[src/rtl/sram_req_ctrl_if.sv]
// -----------------------------------------------------------------------------
// sram_req_ctrl_if
//   Bundles the core-side request/response handshake and the SRAM pin group
//   of sram_req_ctrl. Signal names keep the original _i/_o suffixes as seen
//   from the controller.
//
//   slave  modport : the controller (sram_req_ctrl)
//   master modport : the core plus SRAM macro side (drives requests, consumes
//                    responses, returns sram_rdata_i)
//
//   req_valid_i/req_ready_o   : request handshake
//   req_addr_i/we_i/size_i/wdata_i : byte address, store flag, size, LSB data
//   rsp_valid_o/rsp_ready_i   : response handshake
//   rsp_rdata_o/rsp_err_o     : load data (LSB aligned) and error flag
//   sram_csb_o/we_o           : active-low chip select / write enable
//   sram_addr_o/wdata_o/wmask_o : word address, lane data, byte mask
//   sram_rdata_i              : read data returned by the SRAM
// -----------------------------------------------------------------------------
interface sram_req_ctrl_if;
  logic        req_valid_i;
  logic        req_ready_o;
  logic [31:0] req_addr_i;
  logic        req_we_i;
  logic [1:0]  req_size_i;
  logic [31:0] req_wdata_i;

  logic        rsp_valid_o;
  logic        rsp_ready_i;
  logic [31:0] rsp_rdata_o;
  logic        rsp_err_o;

  logic        sram_csb_o;
  logic        sram_we_o;
  logic [12:0] sram_addr_o;
  logic [31:0] sram_wdata_o;
  logic [3:0]  sram_wmask_o;
  logic [31:0] sram_rdata_i;

  modport slave (
    input  req_valid_i, req_addr_i, req_we_i, req_size_i, req_wdata_i,
    output req_ready_o,
    output rsp_valid_o, rsp_rdata_o, rsp_err_o,
    input  rsp_ready_i,
    output sram_csb_o, sram_we_o, sram_addr_o, sram_wdata_o, sram_wmask_o,
    input  sram_rdata_i
  );

  modport master (
    output req_valid_i, req_addr_i, req_we_i, req_size_i, req_wdata_i,
    input  req_ready_o,
    input  rsp_valid_o, rsp_rdata_o, rsp_err_o,
    output rsp_ready_i,
    input  sram_csb_o, sram_we_o, sram_addr_o, sram_wdata_o, sram_wmask_o,
    output sram_rdata_i
  );
endinterface

[src/rtl/sram_req_ctrl.sv]
// -----------------------------------------------------------------------------
// sram_req_ctrl
//   Request front-end for sram_top. Accepts byte-addressed loads/stores over a
//   valid/ready handshake, issues registered SRAM word accesses (chip select,
//   active-low write enable, byte mask, lane-shifted write data), follows the
//   fixed SRAM read latency with a token pipeline, and returns one response
//   per accepted request, in order, through a backpressured response FIFO.
//
// Parameters
//   RD_LATENCY : cycles from the SRAM sampling a read to valid sram_rdata_i (>=1)
//   RSP_DEPTH  : response FIFO entries (>= RD_LATENCY+2 for full throughput)
//
// Ports
//   clk_i : clock
//   rst_i : synchronous active-high reset
//   bus   : sram_req_ctrl_if.slave (request, response and SRAM pin groups)
//
// Optional feature
//   SRAM_REQ_CTRL_MISALIGN_ERR_EN : when defined, size 3 and misaligned
//   half/word requests are accepted but not issued, and answer with
//   rsp_err_o=1, rsp_rdata_o=0. When undefined, rsp_err_o is tied low, size 3
//   behaves as a word and misaligned masks are truncated at the word edge.
// -----------------------------------------------------------------------------
module sram_req_ctrl #(
  parameter int unsigned RD_LATENCY = 1,
  parameter int unsigned RSP_DEPTH  = 4
) (
  input  logic           clk_i,
  input  logic           rst_i,
  sram_req_ctrl_if.slave bus
);

  typedef enum logic [1:0] {
    SZ_BYTE = 2'd0,
    SZ_HALF = 2'd1,
    SZ_WORD = 2'd2,
    SZ_RSVD = 2'd3
  } size_e;

  typedef struct packed {
    logic       is_load;
    logic [1:0] off;
    size_e      size;
    logic       err;
  } token_t;

  typedef struct packed {
    logic        err;
    logic [31:0] rdata;
  } rsp_t;

  localparam int unsigned NSTG = RD_LATENCY + 1;
  localparam int unsigned PW   = (RSP_DEPTH > 1) ? $clog2(RSP_DEPTH) : 1;
  localparam int unsigned CW   = $clog2(RSP_DEPTH + 1);
  localparam int unsigned SW   = $clog2(RSP_DEPTH + NSTG + 1);

  // ---------------------------------------------------------------------------
  // Request decode
  // ---------------------------------------------------------------------------
  size_e       w_size;
  logic [1:0]  w_off;
  logic        w_err;
  logic [3:0]  w_base_mask;
  logic [3:0]  w_lane_mask;
  logic [31:0] w_lane_wdata;
  logic        w_req_ready;
  logic        w_accept;
  token_t      w_tok_in;

  assign w_size = size_e'(bus.req_size_i);
  assign w_off  = bus.req_addr_i[1:0];

`ifdef SRAM_REQ_CTRL_MISALIGN_ERR_EN
  assign w_err = (w_size == SZ_RSVD) ||
                 ((w_size == SZ_HALF) && w_off[0]) ||
                 ((w_size == SZ_WORD) && (w_off != 2'b00));
`else
  assign w_err = 1'b0;
`endif

  always_comb begin
    w_base_mask = 4'hF;
    unique case (w_size)
      SZ_BYTE: w_base_mask = 4'h1;
      SZ_HALF: w_base_mask = 4'h3;
      default: w_base_mask = 4'hF;  // word, and reserved size treated as word
    endcase
    // 4-bit shift drops lanes past byte 3; no wrap into the next word
    w_lane_mask = w_base_mask << w_off;
  end

  assign w_lane_wdata = bus.req_wdata_i << {w_off, 3'b000};

  always_comb begin
    w_tok_in         = '0;
    w_tok_in.is_load = !bus.req_we_i;
    w_tok_in.off     = w_off;
    w_tok_in.size    = w_size;
    w_tok_in.err     = w_err;
  end

  // ---------------------------------------------------------------------------
  // Credit accounting
  // ---------------------------------------------------------------------------
  logic [CW-1:0] r_cnt;
  logic [NSTG-1:0] r_tok_vld;
  logic [SW-1:0] w_inflight;
  logic [SW-1:0] w_credit_used;

  always_comb begin
    w_inflight = '0;
    for (int unsigned i = 0; i < NSTG; i++) begin
      w_inflight = w_inflight + SW'(r_tok_vld[i]);
    end
  end

  // Uses the FIFO count at the start of the cycle: a same-cycle pop frees its
  // credit only on the next cycle, which keeps ready off the pop path.
  assign w_credit_used = SW'(r_cnt) + w_inflight;
  assign w_req_ready   = !rst_i && (w_credit_used < SW'(RSP_DEPTH));
  assign w_accept      = bus.req_valid_i && w_req_ready;
  assign bus.req_ready_o = w_req_ready;

  // ---------------------------------------------------------------------------
  // SRAM issue registers
  // ---------------------------------------------------------------------------
  logic        r_csb;
  logic        r_we_n;
  logic [12:0] r_addr;
  logic [31:0] r_wdata;
  logic [3:0]  r_wmask;

  always_ff @(posedge clk_i) begin
    if (rst_i) begin
      r_csb   <= 1'b1;
      r_we_n  <= 1'b1;
      r_addr  <= '0;
      r_wdata <= '0;
      r_wmask <= '0;
    end else if (w_accept && !w_err) begin
      r_csb   <= 1'b0;
      r_we_n  <= !bus.req_we_i;
      r_addr  <= bus.req_addr_i[14:2];
      r_wdata <= w_lane_wdata;
      r_wmask <= bus.req_we_i ? w_lane_mask : 4'h0;
    end else begin
      // Idle or error request: deselect, keep the data pins as they were
      r_csb  <= 1'b1;
      r_we_n <= 1'b1;
    end
  end

  assign bus.sram_csb_o   = r_csb;
  assign bus.sram_we_o    = r_we_n;
  assign bus.sram_addr_o  = r_addr;
  assign bus.sram_wdata_o = r_wdata;
  assign bus.sram_wmask_o = r_wmask;

  // ---------------------------------------------------------------------------
  // Token pipeline: stage NSTG-1 lines up with valid sram_rdata_i
  // ---------------------------------------------------------------------------
  token_t r_tok [NSTG];

  always_ff @(posedge clk_i) begin
    if (rst_i) begin
      r_tok_vld <= '0;
      for (int unsigned i = 0; i < NSTG; i++) begin
        r_tok[i] <= '0;
      end
    end else begin
      r_tok_vld[0] <= w_accept;
      r_tok[0]     <= w_tok_in;
      for (int unsigned i = 1; i < NSTG; i++) begin
        r_tok_vld[i] <= r_tok_vld[i-1];
        r_tok[i]     <= r_tok[i-1];
      end
    end
  end

  token_t      w_last;
  logic [31:0] w_shift;
  rsp_t        w_rsp;

  assign w_last  = r_tok[NSTG-1];
  assign w_shift = bus.sram_rdata_i >> {w_last.off, 3'b000};

  always_comb begin
    w_rsp       = '0;
    w_rsp.err   = w_last.err;
    w_rsp.rdata = '0;
    if (w_last.is_load && !w_last.err) begin
      unique case (w_last.size)
        SZ_BYTE: w_rsp.rdata = {24'h0, w_shift[7:0]};
        SZ_HALF: w_rsp.rdata = {16'h0, w_shift[15:0]};
        default: w_rsp.rdata = w_shift;
      endcase
    end
  end

  // ---------------------------------------------------------------------------
  // Response FIFO
  // ---------------------------------------------------------------------------
  rsp_t          r_fifo [RSP_DEPTH];
  logic [PW-1:0] r_wptr;
  logic [PW-1:0] r_rptr;
  logic          w_push;
  logic          w_pop;
  logic          w_rsp_valid;
  rsp_t          w_head;

  function automatic logic [PW-1:0] ptr_inc(input logic [PW-1:0] p);
    return (p == PW'(RSP_DEPTH - 1)) ? '0 : p + 1'b1;
  endfunction

  assign w_rsp_valid = (r_cnt != '0);
  assign w_push      = r_tok_vld[NSTG-1];
  assign w_pop       = w_rsp_valid && bus.rsp_ready_i;
  assign w_head      = r_fifo[r_rptr];

  always_ff @(posedge clk_i) begin
    if (w_push) begin
      r_fifo[r_wptr] <= w_rsp;
    end
  end

  always_ff @(posedge clk_i) begin
    if (rst_i) begin
      r_wptr <= '0;
      r_rptr <= '0;
      r_cnt  <= '0;
    end else begin
      if (w_push) r_wptr <= ptr_inc(r_wptr);
      if (w_pop)  r_rptr <= ptr_inc(r_rptr);
      unique case ({w_push, w_pop})
        2'b10:   r_cnt <= r_cnt + 1'b1;
        2'b01:   r_cnt <= r_cnt - 1'b1;
        default: r_cnt <= r_cnt;
      endcase
    end
  end

  // Entry storage is not reset, so the data outputs are gated by valid
  assign bus.rsp_valid_o = w_rsp_valid;
  assign bus.rsp_rdata_o = w_rsp_valid ? w_head.rdata : '0;
`ifdef SRAM_REQ_CTRL_MISALIGN_ERR_EN
  assign bus.rsp_err_o   = w_rsp_valid && w_head.err;
`else
  assign bus.rsp_err_o   = 1'b0;
`endif

  // Address bits above the SRAM window are ignored by design
  logic w_unused_ok;
  assign w_unused_ok = &{1'b0, bus.req_addr_i[31:15], w_head.err};

endmodule

[src/flat_wrapper.sv]
// flat-port wrapper written by rule: the top's interface ports become plain ports
module sram_req_ctrl_flat 
#(
  parameter int unsigned RD_LATENCY = 1,
  parameter int unsigned RSP_DEPTH  = 4
)
  (clk_i, rst_i, bus_req_valid_i, bus_req_addr_i, bus_req_we_i, bus_req_size_i, bus_req_wdata_i, bus_req_ready_o, bus_rsp_valid_o, bus_rsp_rdata_o, bus_rsp_err_o, bus_rsp_ready_i, bus_sram_csb_o, bus_sram_we_o, bus_sram_addr_o, bus_sram_wdata_o, bus_sram_wmask_o, bus_sram_rdata_i);
  sram_req_ctrl_if bus_i ();
  input  logic clk_i;
  input  logic rst_i;
  input wire logic [$bits(bus_i.req_valid_i)-1:0] bus_req_valid_i;
  input wire logic [$bits(bus_i.req_addr_i)-1:0] bus_req_addr_i;
  input wire logic [$bits(bus_i.req_we_i)-1:0] bus_req_we_i;
  input wire logic [$bits(bus_i.req_size_i)-1:0] bus_req_size_i;
  input wire logic [$bits(bus_i.req_wdata_i)-1:0] bus_req_wdata_i;
  output wire logic [$bits(bus_i.req_ready_o)-1:0] bus_req_ready_o;
  output wire logic [$bits(bus_i.rsp_valid_o)-1:0] bus_rsp_valid_o;
  output wire logic [$bits(bus_i.rsp_rdata_o)-1:0] bus_rsp_rdata_o;
  output wire logic [$bits(bus_i.rsp_err_o)-1:0] bus_rsp_err_o;
  input wire logic [$bits(bus_i.rsp_ready_i)-1:0] bus_rsp_ready_i;
  output wire logic [$bits(bus_i.sram_csb_o)-1:0] bus_sram_csb_o;
  output wire logic [$bits(bus_i.sram_we_o)-1:0] bus_sram_we_o;
  output wire logic [$bits(bus_i.sram_addr_o)-1:0] bus_sram_addr_o;
  output wire logic [$bits(bus_i.sram_wdata_o)-1:0] bus_sram_wdata_o;
  output wire logic [$bits(bus_i.sram_wmask_o)-1:0] bus_sram_wmask_o;
  input wire logic [$bits(bus_i.sram_rdata_i)-1:0] bus_sram_rdata_i;
  assign bus_i.req_valid_i = bus_req_valid_i;
  assign bus_i.req_addr_i = bus_req_addr_i;
  assign bus_i.req_we_i = bus_req_we_i;
  assign bus_i.req_size_i = bus_req_size_i;
  assign bus_i.req_wdata_i = bus_req_wdata_i;
  assign bus_req_ready_o = bus_i.req_ready_o;
  assign bus_rsp_valid_o = bus_i.rsp_valid_o;
  assign bus_rsp_rdata_o = bus_i.rsp_rdata_o;
  assign bus_rsp_err_o = bus_i.rsp_err_o;
  assign bus_i.rsp_ready_i = bus_rsp_ready_i;
  assign bus_sram_csb_o = bus_i.sram_csb_o;
  assign bus_sram_we_o = bus_i.sram_we_o;
  assign bus_sram_addr_o = bus_i.sram_addr_o;
  assign bus_sram_wdata_o = bus_i.sram_wdata_o;
  assign bus_sram_wmask_o = bus_i.sram_wmask_o;
  assign bus_i.sram_rdata_i = bus_sram_rdata_i;
  sram_req_ctrl #(.RD_LATENCY(RD_LATENCY), .RSP_DEPTH(RSP_DEPTH)) u_core (.clk_i(clk_i), .rst_i(rst_i), .bus(bus_i));
endmodule
[config.mk]
export PLATFORM = sky130hd
export DESIGN_NAME = sram_req_ctrl_flat
export DESIGN_NICKNAME = d
export VERILOG_FILES = /design/src/rtl/sram_req_ctrl_if.sv /design/src/rtl/sram_req_ctrl.sv /design/src/flat_wrapper.sv
export SDC_FILE = /design/constraint.sdc
export NUM_CORES = 1
export LEC_CHECK = 0
export ABC_AREA = 1
export BUFFER_PORTS_ARGS = -buffer_cell sky130_fd_sc_hd__buf_2
export CAP_MARGIN = 20
export CORE_ASPECT_RATIO = 0.5
export CORE_MARGIN = 8
export CORE_UTILIZATION = 35
export CTS_CLUSTER_SIZE = 14
export DETAILED_ROUTE_END_ITERATION = 10
export GPL_TIMING_DRIVEN = 0
export PLACE_DENSITY_LB_ADDON = 0.3
export SETUP_SLACK_MARGIN = 0.02
export SKIP_CTS_REPAIR_TIMING = 1
export SLEW_MARGIN = 10
export SYNTH_ARGS = -nofsm -noshare
export SYNTH_HDL_FRONTEND = slang
export SYNTH_SLANG_ARGS = --single-unit
export TNS_END_PERCENT = 30
[constraint.sdc]
create_clock -name clk_i -period 3.6 [get_ports clk_i]
set_input_delay 0.18 -clock clk_i [delete_from_list [all_inputs] [get_ports clk_i]]
set_output_delay 0.18 -clock clk_i [all_outputs]
set_load 0.03 [all_outputs]
-- Yosys cells after proc, flatten, opt, wreduce, memory -nomap -nowiden
Memory sizes are Yosys's and may differ from the RTL's. A register that Yosys moved wholly into a read port is not among the register bits.
Cells that the tools add are included.
- input port bits: 103
- memories kept: 2
- register bits: 60
- logic and storage cells: 60
- bits in writable memories: 144
- add/sub/neg operators: 6
- multiplexer cells: 18
- bitwise operators: 3
- magnitude comparators: 1
- reductions and logical operators: 12
- shift-type cells: 3
- equality and inequality tests: 6
- memory list (name ; depth ; width ; rd ports ; clocked after Yosys merged registers in ; wr ports ; line ; text):
    u_core.r_fifo ; 4 ; 33 ; 1 ; 1 ; 1 ; sram_req_ctrl.sv:203 ; rsp_t r_fifo [RSP_DEPTH];
    u_core.r_tok ; 2 ; 6 ; 2 ; 0 ; 2 ; sram_req_ctrl.sv:162 ; token_t r_tok [NSTG];
- operator list (operator ; number):
    two-way mux 32 bit ; 2
    one-hot mux 32 bit (2 select lines) ; 1
    << shifter 32 x 5 -> 32 bit ; 1
    right shift 32 x 5 -> 32 bit ; 1
    two-way mux 6 bit ; 2
    two-way mux 2 bit ; 4
    one-hot mux 4 bit (2 select lines) ; 1
    == test 2 x 1 -> 1 bit, second input constant ; 3
    == test 2 bit, second input constant ; 3
    two-way mux 1 bit ; 6
    one-hot mux 3 bit (2 select lines) ; 1
    adder 2 x 1 -> 2 bit, second input constant ; 2
    logical AND 1 bit ; 4
    logical NOT 2 bit ; 2
    two-way mux 4 bit ; 1
    << shifter 4 x 2 -> 4 bit ; 1
    adder 3 x 1 -> 3 bit, second input constant ; 1
    adder 3 bit ; 1
    logical NOT 1 bit ; 3
    less-than comparator 3 bit, second input constant ; 1
    nonzero test 3 bit ; 1
    subtractor 3 x 1 -> 3 bit, second input constant ; 1
    adder 1 x 1 -> 2 bit ; 1
    OR 1 bit ; 2
    3 further kinds ; 3

-- Longest topological paths before layout
- depth in word-level cells: 7
- depth in mapped cells: 11
- depth with buffers taken out: 11

-- Worst setup path after synthesis
OpenSTA, ideal clock, no wires.
- path type: register -> register
- from: register u_core.r_cnt[0]
- to: register u_core.r_cnt[2]
- data required time: 3.478 ns
- arrival: 1.840 ns
- stages on the path, launching flop included: 12
- slack: 1.638 ns
- path through: dfxtp_1 nor3_2 inv_1 nand2_1 inv_2 ha_1 inv_1 fa_1 a21oi_1 o21ai_0 o21ai_0 a21oi_1
- longest elaborated chain between the ends: 4
- RTL lines (item ; line ; text):
    start, declared ; sram_req_ctrl.sv:105 ; logic [CW-1:0] r_cnt;
    start signal, assigned ; sram_req_ctrl.sv:235 ; 2'b10: r_cnt <= r_cnt + 1'b1;
    start signal, assigned ; sram_req_ctrl.sv:236 ; 2'b01: r_cnt <= r_cnt - 1'b1;
    start signal, assigned ; sram_req_ctrl.sv:237 ; default: r_cnt <= r_cnt;
    nonzero test 3 bit * ; sram_req_ctrl.sv:215 ; assign w_rsp_valid = (r_cnt != '0);
    net bus_rsp_valid_o ; flat_wrapper.sv:17 ; output wire logic [$bits(bus_i.rsp_valid_o)-1:0] bus_rsp_valid_o;
    logical AND 1 bit * ; sram_req_ctrl.sv:217 ; assign w_pop = w_rsp_valid && bus.rsp_ready_i;
    net u_core.w_pop ; sram_req_ctrl.sv:207 ; logic w_pop;
    == test 2 x 1 -> 1 bit or == test 2 bit (tied branches) ; sram_req_ctrl.sv:234 ; unique case ({w_push, w_pop})
    one-hot mux 3 bit (2 select lines) or nonzero test 2 bit (tied branches) ; - ;
The timed path passes the listed nets; every way through them passes the cells marked *.
A chain may end at the register's enable or synchronous reset.

==> impl_metrics.tcl <==
set metrics [dict create \
    outcome "finished, violations left" \
    violations "negative hold slack" \
    p_total_w 0.00689 \
    io-pin-count 189 \
    clkPwrFrac_pct 27.8 \
    dr.pass1.iters 5 \
    dp_slack_ns 1.49 \
    cts_buffers 17 \
    port_buffers 169 \
    rsz0062_at_grt "false" \
    tns_ns 0 \
    drc 0 \
    nets 1342 \
    antenna_found_initial 1 \
    cts_buffer_depth 2 \
    synth.avg_cell_area_um2 8.70 \
    placed_cells 1539 \
    cp-start-kind "flop" \
    powerDensity_mw_per_mm2 629 \
    skew_ns 0.0183 \
    synth_mux_area_share_pct 0.112 \
    max_clock_freq_mhz 397 \
    worst_slew_margin_rel_pct 44.3 \
    synth-seq-cells 200 \
    p_sw_share_pct 39.5 \
    routed_wl_mm 26.4 \
    clk_latency_ns 0.44 \
    hold-worst-slack_ns -0.000660 \
    grt_pass1_wl_mm 41.2 \
    routedWlPerCell_um 16.6 \
    ys_warn_count 0 \
    crit_required_ns 3.42 \
    start_util_pct 35.5 \
    hold_start "bus_req_size_i[1]" \
    synth_top_family_by_area "simple AND/OR/NAND/NOR gates" \
    final_common_cell "nor2_1" \
    grt_max_degree 33 \
    tightest_slew_ns 0.834 \
    htree_num_levels 4 \
    core-area_mm2 0.0251 \
    critPathMaxFanout 10 \
    critPathArrivalTime_ns 2.34 \
    nFillCells 2488 \
    syn-cell-area_mm2 0.00893 \
    cts_tree "built" \
    std_cell_rows 41 \
    period_needed_ns 2.52 \
    drive_gt1_share_pct 19.2 \
    p_switching_w 0.00272 \
    synth-simple-area-share_pct 20.7 \
    syn_to_final_growth_pct 22.6 \
    root_buffer "clkbuf_16" \
    p_leak_nw 4.76 \
    wl_met1_mm 11.1 \
    synth-adder-area-share_pct 1.35 \
    gp_congestion 0.945 \
    synth_cells 1026 \
    mostFrequentLayoutCells "nor2_1, buf_2, nand2_1, edfxtp_1, o21ai_0" \
    top_layer "met5" \
    worstHoldPathType "in -> reg" \
    hold_viol_final 1 \
    wl_met2_mm 13.5 \
    synth_cell_type_count 30 \
    worstSetupEndpointType "output port" \
    cts_sinks 200 \
    power_frac_comb_pct 34.2 \
    chipWidth_um 242 \
    wl_met3_mm 1.18 \
    synth_compound_area_share_pct 11.2 \
    routed_via_density 4.79 \
    post-route-period-util_pct 70.0 \
    die_area_mm2 0.0312 \
    fin_cells 1588 \
    maxSlewViolCount 0 \
    setup_slack_ns 1.08 \
    synth_nets 1138 \
    drv_cap 0 \
    peakVddDrop_uv 334 \
    setup_viol 0 \
    place_hpwl_mm 19.0 \
    clkTransAtPathRegs_ns 0.08 \
    r2r_slack_ns 1.46 \
    r2r_start "u_core.r_cnt[0]" \
    die-height_um 129 \
    synth-xor-area-share_pct 0 \
    drt_iter0_drc 618 \
    grt_pass1_vias 7625 \
    synth-seq-area-share_pct 59.2 \
    antenna_left 0 \
    path_class "reg -> out" \
    p_seq_share_pct 38.0 \
    vias 7609 \
    grt_util_all_layers_pct 16.6 \
    intPower_w 0.00417 \
    grt-ovfl-total 0 \
]
-- final cells by class --
type	instances	area, um2	area share, %
Sequential cell	200	5290	48.3
Inverter	96	360	3.29
Tap cell	344	430	3.93
Clock inverter	14	154	1.41
Buffer	63	297	2.71
Clock buffer	18	429	3.92
Timing Repair Buffer	185	1010	9.19
Antenna cell	1	2.50	0.0229
Multi-Input combinational cell	667	2990	27.3
-- worst paths after layout --
kind / end / cells past startpoint
max reg2reg: u_core.r_cnt[2] / 11
min reg2reg: u_core.r_tok[0][10] / 2
max: bus_rsp_rdata_o[1] / 7
min: u_core.r_tok[0][2] / 3
-- metal layers --
metal,track usage [%],vias to the layer above
li1,-,3779
met1,19.4,3565
met2,30.3,213
met3,3.60,50
met4,5.97,2
met5,0,-
-- sequential cells by signal, indices dropped and copies added (netlist names), named ones only --
name                     count
u_core.r_fifo              128
u_core.bus.sram_wdata_o     32
u_core.bus.sram_addr_o      13
u_core.r_tok                10
u_core.bus.sram_wmask_o      4
u_core.r_cnt                 3
u_core.r_rptr                2
u_core.r_tok_vld             2
u_core.r_wptr                2
u_core.bus.sram_csb_o        1
u_core.bus.sram_we_o         1
-- synthesized netlist by cell type, drive strengths merged --
master  number  area share, %
o31ai        2           0.17
clkbuf      29            1.2
clkinv       3           0.13
nand3       37            2.1
mux2i        1           0.11
ha           8            1.1
nor3        13           0.78
o21a         1          0.084
or2          6           0.42
edfxtp     128             43
nand4        1          0.070
conb         1          0.042
o211ai       5           0.42
a21oi       51            2.9
o21ai      113            6.3
dfxtp       72             16
inv         93            3.9
a311oi       8           0.78
nor2       239             10
nand2      173            7.3
fa           1           0.22
a211oi       7           0.59
buf         34            2.1
-- worst max-delay path: stages (launching register included) --
cell,delay [ns]
dfxtp_1,0.33
buf_2,0.25
buf_1,0.48
nor2_1,0.10
nor2_1,0.09
o21ai_0,0.09
a21oi_1,0.29
buf_2,0.27
-- per-stage QoR --
step                hold slack, ns  cell area [um2]  util [%]
floorplan                    0.249             8930         -
global placement             0.380            10200      40.6
detailed placement           0.383            10200      40.6
CTS                        -0.0774            10800      42.9
global route               0.00694            10900      43.5
finish                   -0.000660            10900      43.6
-- kinds of logic (layout without fill, tap and decap cells) --
logic type | Yosys count | count (layout)
AND/OR/NAND/NOR | 469 | 469
flip-flops | 200 | 200
AO/OA/AOI/OAI | 187 | 187
buffers and inverters | 159 | 376
adder cells (fa/ha/maj) | 9 | 9
other | 1 | 2
multiplexers | 1 | 1
-- power groups by stage --
| stage | Sequential, W | Combinational, W | Clock [W] |
|---|---|---|---|
| 3_3_place_gp | 0.00266 | 0.00235 | 0 |
| 2_1_floorplan | 0.00278 | 0.00144 | 0 |
| 6_report | 0.00262 | 0.00236 | 0.00192 |
| 5_1_grt | 0.00263 | 0.00258 | 0.00205 |
| 4_1_cts | 0.00262 | 0.00238 | 0.00194 |
| 3_5_place_dp | 0.00267 | 0.00237 | 0 |
Note: power is estimated with default switching activity, not from simulation.
